### src/rtl/add16_sched_pkg.sv
// Shared types for the round-robin 16-bit adder scheduler.
// Holds the scheduler state encoding and the datapath width.
package add16_sched_pkg;

    localparam int DATA_W = 16;

    typedef enum logic [1:0] {
        IDLE = 2'd0,
        EXEC = 2'd1,
        RESP = 2'd2
    } sched_state_t;

endpackage

### src/rtl/add16bit_fast.sv
// 16-bit carry-lookahead adder built from four 4-bit groups.
// Group generate/propagate terms produce each group's carry-in without rippling through its bits.
module add16bit_fast (
    input  logic [15:0] a,
    input  logic [15:0] b,
    input  logic        cin,
    output logic [15:0] sum,
    output logic        cout
);

    logic [15:0] g;
    logic [15:0] p;
    logic        group_c;
    logic        bit_c;
    logic        gg;
    logic        gp;

    always_comb begin
        g       = a & b;
        p       = a ^ b;
        sum     = '0;
        group_c = cin;
        bit_c   = 1'b0;
        gg      = 1'b0;
        gp      = 1'b0;
        for (int k = 0; k < 4; k++) begin
            gg = g[4*k+3]
               | (p[4*k+3] & g[4*k+2])
               | (p[4*k+3] & p[4*k+2] & g[4*k+1])
               | (p[4*k+3] & p[4*k+2] & p[4*k+1] & g[4*k]);
            gp = &p[4*k +: 4];
            bit_c = group_c;
            for (int j = 0; j < 4; j++) begin
                sum[4*k+j] = p[4*k+j] ^ bit_c;
                bit_c      = g[4*k+j] | (p[4*k+j] & bit_c);
            end
            group_c = gg | (gp & group_c);
        end
        cout = group_c;
    end

endmodule

### src/rtl/rr_arbiter.sv
// Combinational round-robin pick: the first set request at or above rr_ptr, wrapping.
// Rotating the request vector lets a fixed-priority scan do the round-robin search.
module rr_arbiter #(
    parameter int N_REQ = 4,
    parameter int ID_W  = $clog2(N_REQ)
) (
    input  logic [N_REQ-1:0] req,
    input  logic [ID_W-1:0]  rr_ptr,
    output logic [ID_W-1:0]  winner,
    output logic             valid
);

    logic [N_REQ-1:0] rotated;

    // rotated[i] is the request that sits i places after rr_ptr; scanning downward
    // makes the lowest offset the last and therefore winning assignment.
    always_comb begin
        rotated = N_REQ'({req, req} >> rr_ptr);
        valid   = |rotated;
        winner  = '0;
        for (int i = N_REQ - 1; i >= 0; i--) begin
            if (rotated[i]) begin
                winner = ID_W'((int'(rr_ptr) + i) % N_REQ);
            end
        end
    end

endmodule

### src/rtl/add16_rr_sched.sv
// Shares one add16bit_fast between N_REQ requesters with round-robin arbitration.
// The winner's operands are latched, added in EXEC, and the sum is returned with its id in RESP.
module add16_rr_sched
    import add16_sched_pkg::*;
#(
    parameter int N_REQ = 4,
    parameter int ID_W  = 2
) (
    input  logic                    clk,
    input  logic                    rst,
    input  logic [N_REQ-1:0]        req,
    input  logic [DATA_W*N_REQ-1:0] A_in,
    input  logic [DATA_W*N_REQ-1:0] B_in,
    input  logic [N_REQ-1:0]        Cin_in,
    output logic [N_REQ-1:0]        gnt,
    output logic                    busy,
    output logic                    done,
    output logic [ID_W-1:0]         done_id,
    output logic [DATA_W-1:0]       Y,
    output logic                    Cout
);

    sched_state_t      state;
    sched_state_t      state_next;
    logic [ID_W-1:0]   rr_ptr;
    logic [ID_W-1:0]   winner;
    logic [ID_W-1:0]   owner;
    logic              arb_valid;
    logic              capture;
    logic [DATA_W-1:0] a_lat;
    logic [DATA_W-1:0] b_lat;
    logic              cin_lat;
    logic [DATA_W-1:0] sum;
    logic              carry;

    rr_arbiter #(
        .N_REQ (N_REQ),
        .ID_W  (ID_W)
    ) u_arb (
        .req    (req),
        .rr_ptr (rr_ptr),
        .winner (winner),
        .valid  (arb_valid)
    );

    add16bit_fast u_add (
        .a    (a_lat),
        .b    (b_lat),
        .cin  (cin_lat),
        .sum  (sum),
        .cout (carry)
    );

    // Requests are only looked at while the adder is free, i.e. never during EXEC.
    assign capture = arb_valid && (state == IDLE || state == RESP);

    always_ff @(posedge clk or posedge rst) begin
        if (rst) begin
            state <= IDLE;
        end else begin
            state <= state_next;
        end
    end

    always_comb begin
        state_next = state;
        case (state)
            IDLE, RESP: state_next = arb_valid ? EXEC : IDLE;
            EXEC:       state_next = RESP;
            default:    state_next = IDLE;
        endcase
    end

    always_comb begin
        busy = 1'b0;
        done = 1'b0;
        gnt  = '0;
        case (state)
            EXEC: begin
                busy = 1'b1;
                gnt  = N_REQ'(1) << owner;
            end
            RESP:    done = 1'b1;
            default: ;
        endcase
    end

    // Only the winner's slice is ever sampled, so junk on idle requesters never reaches the adder.
    always_ff @(posedge clk or posedge rst) begin
        if (rst) begin
            a_lat   <= '0;
            b_lat   <= '0;
            cin_lat <= 1'b0;
            owner   <= '0;
            rr_ptr  <= '0;
            Y       <= '0;
            Cout    <= 1'b0;
            done_id <= '0;
        end else begin
            if (capture) begin
                a_lat   <= A_in[DATA_W*winner +: DATA_W];
                b_lat   <= B_in[DATA_W*winner +: DATA_W];
                cin_lat <= Cin_in[winner];
                owner   <= winner;
                rr_ptr  <= (winner == ID_W'(N_REQ - 1)) ? '0 : winner + ID_W'(1);
            end
            if (state == EXEC) begin
                Y       <= sum;
                Cout    <= carry;
                done_id <= owner;
            end
        end
    end

endmodule
### config.mk
export PLATFORM = sky130hd
export DESIGN_NAME = add16_rr_sched
export DESIGN_NICKNAME = d
export VERILOG_FILES = /design/src/rtl/add16_sched_pkg.sv /design/src/rtl/add16bit_fast.sv /design/src/rtl/rr_arbiter.sv /design/src/rtl/add16_rr_sched.sv
export SDC_FILE = /design/constraint.sdc
export NUM_CORES = 1
export LEC_CHECK = 0
export ABC_CLOCK_PERIOD_IN_PS = 5950
export BUFFER_PORTS_ARGS = -buffer_cell sky130_fd_sc_hd__buf_2
export CAP_MARGIN = 5
export CORE_MARGIN = 2
export CORE_UTILIZATION = 50
export DETAILED_ROUTE_END_ITERATION = 10
export PLACE_DENSITY = 0.84
export SYNTH_ARGS = -nofsm -noshare
export SYNTH_HDL_FRONTEND = slang
export SYNTH_SLANG_ARGS = --single-unit
### constraint.sdc
create_clock -name clk -period 5.95 [get_ports clk]
set_input_delay 0 -clock clk [delete_from_list [all_inputs] [get_ports clk]]
set_output_delay 0 -clock clk [all_outputs]
set_load 0.05 [all_outputs]
* Word-level counts from Yosys, hierarchy flattened *
Cells that the tools add are included.
W data, S select, Z words.

word-level totals
  register bits after elaboration = 58
  input bits = 138
  output and inout bits = 25
  word-level logic and storage cells = 124

operators by class
  add/subtract/negate cells = 4
  order comparisons = 1
  eq/ne operators = 3
  shifts and indexed selects = 4
  multiplexer cells = 12
  bitwise gates (word level) = 82
  reduce and logical (&&, ||, !) cells = 9

operators with widths
  operator               count
  $shiftx A64 B7 Y16     2
  $and A1 B1 Y1          36
  $or A1 B1 Y1           28
  $and A16 B16 Y16       1
  $reduce_and A4 Y1      4
  $xor A1 B1 Y1          16
  $xor A16 B16 Y16       1
  $mux W2                5
  $shr A8 B2 Y4          1
  $add A2 B1 Y2 const B  2
  $add A2 B2 Y2 const B  2
  $eq A2 B2 Y1 const B   2
  $mux W1                4
  $mux W4                1
  $pmux W2 S2            1
  $reduce_or A4 Y1       1
  $shl A1 B2 Y4 const A  1
  $lt A2 B3 Y1 const B   1
  $bmux W1 S2            1
  $eq A2 B1 Y1 const B   1
  $logic_not A2 Y1       1
  $reduce_or A2 Y1       1
  $logic_and A1 B1 Y1    1
  $logic_or A1 B1 Y1     1

* Logic depth before layout (Yosys ltp) *
  word-level depth = 17
  gate-level depth with buffers = 11
  mapped depth without buffers = 11

* By module *
Synthesis repeated with hierarchy kept, for this count alone.

unflattened totals
  cell total of the unflattened synthesis = 252
  area, all modules = 3878.7 um2

by module, submodules not included
  module          instances  cells each  area an instance (um2)  seq. area each (um2)
  add16_rr_sched  1          172         3140.5                  1451.4
  add16bit_fast   1          65          660.6                   0.0
  rr_arbiter      1          15          77.6                    0.0

* Worst setup path before layout *
Ideal clock, no wire load.

  kind = register -> register
  start = register a_lat[6]
  end = register Y[15]
  setup time = 135 ps
  arrival time = 2822 ps
  required time = 5815 ps
  path slack = 2993 ps
  stages on the path, launching flop included = 11
  buffers on the path = 0
  clock period less this slack = 2957 ps
  path through = dfrtp_1 -> ha_1 -> a21o_1 -> a221oi_1 -> o221ai_1 -> a31o_1 -> fa_1 -> fa_1 -> fa_1 -> xnor2_1 -> o21ai_0

between the ends
  longest elaborated chain between the ends = 15
  elaborated cells between the ends (all ways) = 22
  those cells by class = bitwise (21); reduce/logical (1)

RTL lines
  element                                                      RTL line                                                       source
  from (decl)                                                  add16_rr_sched.sv:30                                           logic [DATA_W-1:0] a_lat;
  from (signal assigned)                                       add16_rr_sched.sv:101                                          a_lat <= A_in[DATA_W*winner +: DATA_W];
  $and A16 B16 Y16 / $xor A16 B16 Y16 (equally long branches)  add16bit_fast.sv:19, add16bit_fast.sv:20
  $and A1 B1 Y1 (on tied branches)                             add16bit_fast.sv:28, add16bit_fast.sv:29, add16bit_fast.sv:30
  $or A1 B1 Y1, or another cell as far along                   add16bit_fast.sv:28                                            | (p[4*k+3] & g[4*k+2])
  $or A1 B1 Y1 / $and A1 B1 Y1 (equally long branches)         add16bit_fast.sv:29, add16bit_fast.sv:30
  $or A1 B1 Y1                                                 add16bit_fast.sv:30                                            | (p[4*k+3] & p[4*k+2] & p[4*k+1] & g[4*k]);
  $or A1 B1 Y1 (*)                                             add16bit_fast.sv:37                                            group_c = gg | (gp & group_c);
  $and A1 B1 Y1 (*)                                            add16bit_fast.sv:37
  $or A1 B1 Y1 (*)                                             add16bit_fast.sv:37
  $and A1 B1 Y1 (*)                                            add16bit_fast.sv:35                                            bit_c = g[4*k+j] | (p[4*k+j] & bit_c);
  $or A1 B1 Y1 (*)                                             add16bit_fast.sv:35
  $and A1 B1 Y1 (*)                                            add16bit_fast.sv:35
  $or A1 B1 Y1 (*)                                             add16bit_fast.sv:35
  $and A1 B1 Y1 (*)                                            add16bit_fast.sv:35
  $or A1 B1 Y1 (*)                                             add16bit_fast.sv:35
  $xor A1 B1 Y1 (*)                                            add16bit_fast.sv:34                                            sum[4*k+j] = p[4*k+j] ^ bit_c;
  to (signal assigned)                                         add16_rr_sched.sv:108                                          Y <= sum;
  to (decl)                                                    add16_rr_sched.sv:19                                           output logic [DATA_W-1:0] Y,

Every way passes the cells marked *; elsewhere a longest branch is shown, timed or not.
A chain may end at the register's enable or synchronous reset.

* Final worst setup path *
  start = register a_lat[7]
  end = register Y[15]

between the ends
  longest elaborated chain between the ends = 15
  elaborated cells between the ends (all ways) = 22
  those cells by class = bitwise (21); reduce/logical (1)

RTL lines
  element                                               RTL line                                                       source
  $xor A16 B16 Y16                                      add16bit_fast.sv:20                                            p = a ^ b;
  $and A1 B1 Y1 (on tied branches)                      add16bit_fast.sv:28, add16bit_fast.sv:29, add16bit_fast.sv:30
  $or A1 B1 Y1, or another cell as far along            add16bit_fast.sv:28
  $or A1 B1 Y1 / $and A1 B1 Y1 (equally long branches)  add16bit_fast.sv:29, add16bit_fast.sv:30
  $or A1 B1 Y1                                          add16bit_fast.sv:30
  $or A1 B1 Y1 (*)                                      add16bit_fast.sv:37
  $and A1 B1 Y1 (*)                                     add16bit_fast.sv:37
  $or A1 B1 Y1 (*)                                      add16bit_fast.sv:37
  $and A1 B1 Y1 (*)                                     add16bit_fast.sv:35
  $or A1 B1 Y1 (*)                                      add16bit_fast.sv:35
  $and A1 B1 Y1 (*)                                     add16bit_fast.sv:35
  $or A1 B1 Y1 (*)                                      add16bit_fast.sv:35
  $and A1 B1 Y1 (*)                                     add16bit_fast.sv:35
  $or A1 B1 Y1 (*)                                      add16bit_fast.sv:35
  $xor A1 B1 Y1 (*)                                     add16bit_fast.sv:34

Marks and branches as above.

==> impl_results.rst <==
.. list-table::
   :header-rows: 1

   * - Metric
     - Value
   * - CP Data Arrival Time
     - 3.54 ns
   * - Cell at the root of the clock tree
     - sky130_fd_sc_hd__clkbuf_8
   * - Maximum clock path buffer count
     - 2
   * - Post-Place Cell Area
     - 4510 um^2
   * - Later-pin clock latency in the skew report
     - 0.33 ns
   * - Reg-to-Reg End
     - Y[15]
   * - Design area
     - 4950 um^2
   * - Part of the Yosys area used for sequential elements
     - 0.395
   * - Post-synthesis area per instance
     - 10.2 um^2
   * - Shortest period the worst path allows
     - 3.39 ns
   * - Async S/R FF share, synth
     - 1.00
   * - Final ANT Viol Nets
     - 0
   * - Final wirelength
     - 10.4 mm
   * - Post-route DRC violation count
     - 0
   * - Max IR drop VDD
     - 217 uV
   * - Leakage power of the design
     - 2.69 nW
   * - Slew HR
     - 0.124
   * - Starting utilization of the core area
     - 0.512
   * - Clock tree from TritonCTS
     - done
   * - Total chip power
     - 0.00264 W
   * - Total global-route track usage
     - 0.262
   * - Period Utilization, post-route
     - 0.569
   * - Number of violations of the max-capacitance limit
     - 0
   * - Launching element type of the critical path
     - register
   * - Number of instances in the synthesized netlist
     - 359
   * - Maximum fanout along the worst path
     - 5
   * - Half-perimeter wire length after placement
     - 7.39 mm
   * - Crit path capture
     - Y[15]
   * - Setup Crit Path Kind
     - reg -> reg
   * - Via count
     - 3498
   * - Beginning of the worst register-to-register path
     - a_lat[7]
   * - Setup-violating endpoint count in the final report
     - 0
   * - Register-to-Register Setup Slack
     - 2.56 ns
   * - WHS Path Cells
     - 3
   * - Number of rows created at floorplan
     - 31
   * - Area of the die
     - 8050 um^2
   * - Post-synth cell types
     - 33
   * - Critical Path Stages
     - 10
   * - Area Overhead vs Synth
     - 34.9%
   * - Setup repair after global routing missed its margin
     - no
   * - Post-synth EDFFs
     - 0
   * - Warnings, synthesis
     - 0
   * - Filler Cells Inserted
     - 554
   * - Ordered cell list for the critical path
     - ha_1 -> and3_1 -> a221oi_1 -> o221ai_1 -> a31o_1 -> fa_1 -> fa_1 -> fa_1 -> xnor2_1 -> o21ai_0
   * - Largest stage delay on the critical path
     - 0.40 ns
   * - Net count of the mapped netlist
     - 525
   * - Post-DR wirelength/cell
     - 16.3 um
   * - Post-layout net count
     - 700
   * - Violation count after the first detailed-route iteration
     - 175
   * - Number of clock sinks seen by CTS
     - 58
   * - Transition time of the tightest slew-check pin
     - 1.31 ns
   * - Clock transition at the registers of the reported paths
     - 0.06 ns
   * - Count of buffers from port buffering
     - 162
   * - Synthesized cell area
     - 3670 um^2
   * - Result of the run
     - complete, but fails checks
   * - Maximum number of pins on one net before global-route repair
     - 69
   * - Number of global-route vias before repair
     - 3699
   * - Fin. Hold Viols
     - 1
   * - Number of antenna repair diodes
     - 0
   * - Sum of buffers and inverters on the critical path
     - 0
   * - Most common cell on crit path
     - sky130_fd_sc_hd__fa_1
   * - Worst setup path startpoint
     - a_lat[7]
   * - Average via count per standard cell
     - 5.48
   * - Cell accounting for the most synthesized area
     - sky130_fd_sc_hd__dfrtp_1
   * - GRT Residual Overflow
     - 0
   * - Number of search-and-repair iterations in the first detailed-routing pass
     - 4
   * - CTS H-tree lvls
     - 3
   * - Number of antenna violations at the first check in global routing
     - 0
   * - Final-layout setup total negative slack
     - 0 ns
   * - Class of the worst hold path
     - in -> reg
   * - Power density cells
     - 532 nW/um^2
   * - Failing checks
     - hold timing
   * - Leading cell types by total area after synthesis
     - sky130_fd_sc_hd__dfrtp_1, sky130_fd_sc_hd__mux2i_1, sky130_fd_sc_hd__nand2_1
   * - Cell with the biggest individual delay on the critical path
     - sky130_fd_sc_hd__fa_1
   * - CTS buffer count
     - 9
   * - CP required
     - 6.11 ns
   * - First-pass GRT wire length
     - 17.1 mm
   * - Cell class contributing the biggest share of worst-path delay
     - adder cells
   * - Highest Clock Rate
     - 0.295 GHz
   * - Area inside the core boundary
     - 7180 um^2
   * - Final Skew
     - 0.00487 ns
   * - Layout cell share with drive strength beyond 1
     - 0.336
   * - Area used by sequential logic in the layout
     - 1450 um^2
   * - DIE WIDTH
     - 89.7 um
   * - Endpoint class of the critical path
     - register
   * - Count of final max-slew check failures
     - 0
   * - Synthesized flop and latch total
     - 58
   * - Final GP Congestion
     - 0.813
   * - Height of the chip
     - 89.7 um
   * - I/O pin cnt
     - 163
   * - Portion of synthesized cell area occupied by the leading cell type
     - 0.395
   * - Hold Worst Slack
     - -0.00155 ns
   * - Main synth FF type
     - sky130_fd_sc_hd__dfrtp_1
   * - Worst Reg2Reg Path Length in Cells
     - 10
   * - Multi-input gate area
     - 2070 um^2
-- final cells by class --
class | count | area share
clock buffer | 15 | 0.0376
clock inverter | 1 | 0.00606
inverter | 11 | 0.00833
multi-input combinational | 267 | 0.417
sequential | 58 | 0.293
tap | 99 | 0.0250
timing repair buffer | 187 | 0.213
-- cells in the final DEF (no fill, tap or decap), drive strengths merged, types with 2 or more instances in the layout --
cell type | synthesis | routed
nor2b | 3 | 3
a21oi | 8 | 8
nor2 | 8 | 8
o21ai | 8 | 8
nand2 | 82 | 82
xnor2 | 5 | 5
nand2b | 3 | 3
clkbuf | 11 | 15
and3 | 3 | 3
inv | 11 | 11
o22ai | 2 | 2
fa | 12 | 12
o221ai | 34 | 34
ha | 16 | 16
dfrtp | 58 | 58
buf | 12 | 164
a21o | 6 | 6
mux2i | 66 | 66
dlygate4sd3 | 0 | 23
-- logic make-up (layout without fill, tap and decap cells) --
logic type | after synthesis | in the layout | synth area share
mux | 66 | 66 | 0.180
buf+inv | 34 | 214 | 0.0446
simple gates | 105 | 105 | 0.118
xor+xnor | 5 | 5 | 0.0119
compound gates | 63 | 63 | 0.130
flops | 58 | 58 | 0.395
fa+ha+maj | 28 | 28 | 0.120
-- state kept, by name, indices dropped and copies added (netlist names) --
| signal | count |
|---|---|
| Cout | 1 |
| Y | 16 |
| a_lat | 16 |
| b_lat | 16 |
| cin_lat | 1 |
| done_id | 2 |
| owner | 2 |
| rr_ptr | 2 |
| state | 2 |
-- worst register-to-register path, cell delays in order, from the launching register on --
cell	delay, ns
sky130_fd_sc_hd__dfrtp_1	0.38
sky130_fd_sc_hd__ha_1	0.38
sky130_fd_sc_hd__and3_1	0.23
sky130_fd_sc_hd__a221oi_1	0.37
sky130_fd_sc_hd__o221ai_1	0.18
sky130_fd_sc_hd__a31o_1	0.26
sky130_fd_sc_hd__fa_1	0.39
sky130_fd_sc_hd__fa_1	0.40
sky130_fd_sc_hd__fa_1	0.40
sky130_fd_sc_hd__xnor2_1	0.15
sky130_fd_sc_hd__o21ai_0	0.09
-- how the worst min path moves through the flow --
stage	start	end
3_3_place_gp	rst	Y[12]
6_report	A_in[25]	a_lat[9]
4_1_cts	A_in[33]	a_lat[1]
3_5_place_dp	rst	done_id[0]
2_1_floorplan	B_in[27]	b_lat[11]
5_1_grt	A_in[6]	a_lat[6]
-- stage by stage --
step                      setup slack (ns)  utilization  cells
final                                 2.56        0.690    638
after global routing                  2.43        0.690    638
after CTS                             2.63        0.690    638
after detailed placement              2.66        0.628    599
after global placement                2.83        0.628    599
after floorplan                       2.99            -    359
-- synthesized netlist by cell type, types with 2 or more instances --
library cell               number
sky130_fd_sc_hd__mux2i_1       66
sky130_fd_sc_hd__nor2_1         8
sky130_fd_sc_hd__nand2_1       82
sky130_fd_sc_hd__xnor2_1        5
sky130_fd_sc_hd__buf_2          8
sky130_fd_sc_hd__a21oi_1        8
sky130_fd_sc_hd__nand2b_1       3
sky130_fd_sc_hd__buf_6          3
sky130_fd_sc_hd__inv_1         10
sky130_fd_sc_hd__nor2b_1        3
sky130_fd_sc_hd__o21ai_0        7
sky130_fd_sc_hd__clkbuf_1      11
sky130_fd_sc_hd__dfrtp_1       58
sky130_fd_sc_hd__a21o_1         6
sky130_fd_sc_hd__ha_1          16
sky130_fd_sc_hd__o221ai_1      34
sky130_fd_sc_hd__and3_1         3
sky130_fd_sc_hd__fa_1          12
sky130_fd_sc_hd__o22ai_1        2
-- power breakdown --
part | total, W | switching [W] | internal [W]
registers | 0.000764 | 0.000176 | 0.000588
clock network | 0.000387 | 0.000148 | 0.000240
logic | 0.00149 | 0.000890 | 0.000597
-- layer usage --
metal / vias up / wire length, um / global-route usage
li1: 1644 / - / -
met1: 1677 / 4110 / 0.310
met2: 146 / 5330 / 0.469
met3: 31 / 629 / 0.0402
met4: 0 / 306 / 0.121
met5: - / 0 / 0
-- repair_timing --
action                                  CTS  global route
endpoints found under the setup margin    0             0
endpoints found under the hold margin    68             0
hold buffers                             23             0
gates resized for setup                   0             0
buffers inserted                          0             0
(Power assumes the default switching activity.)
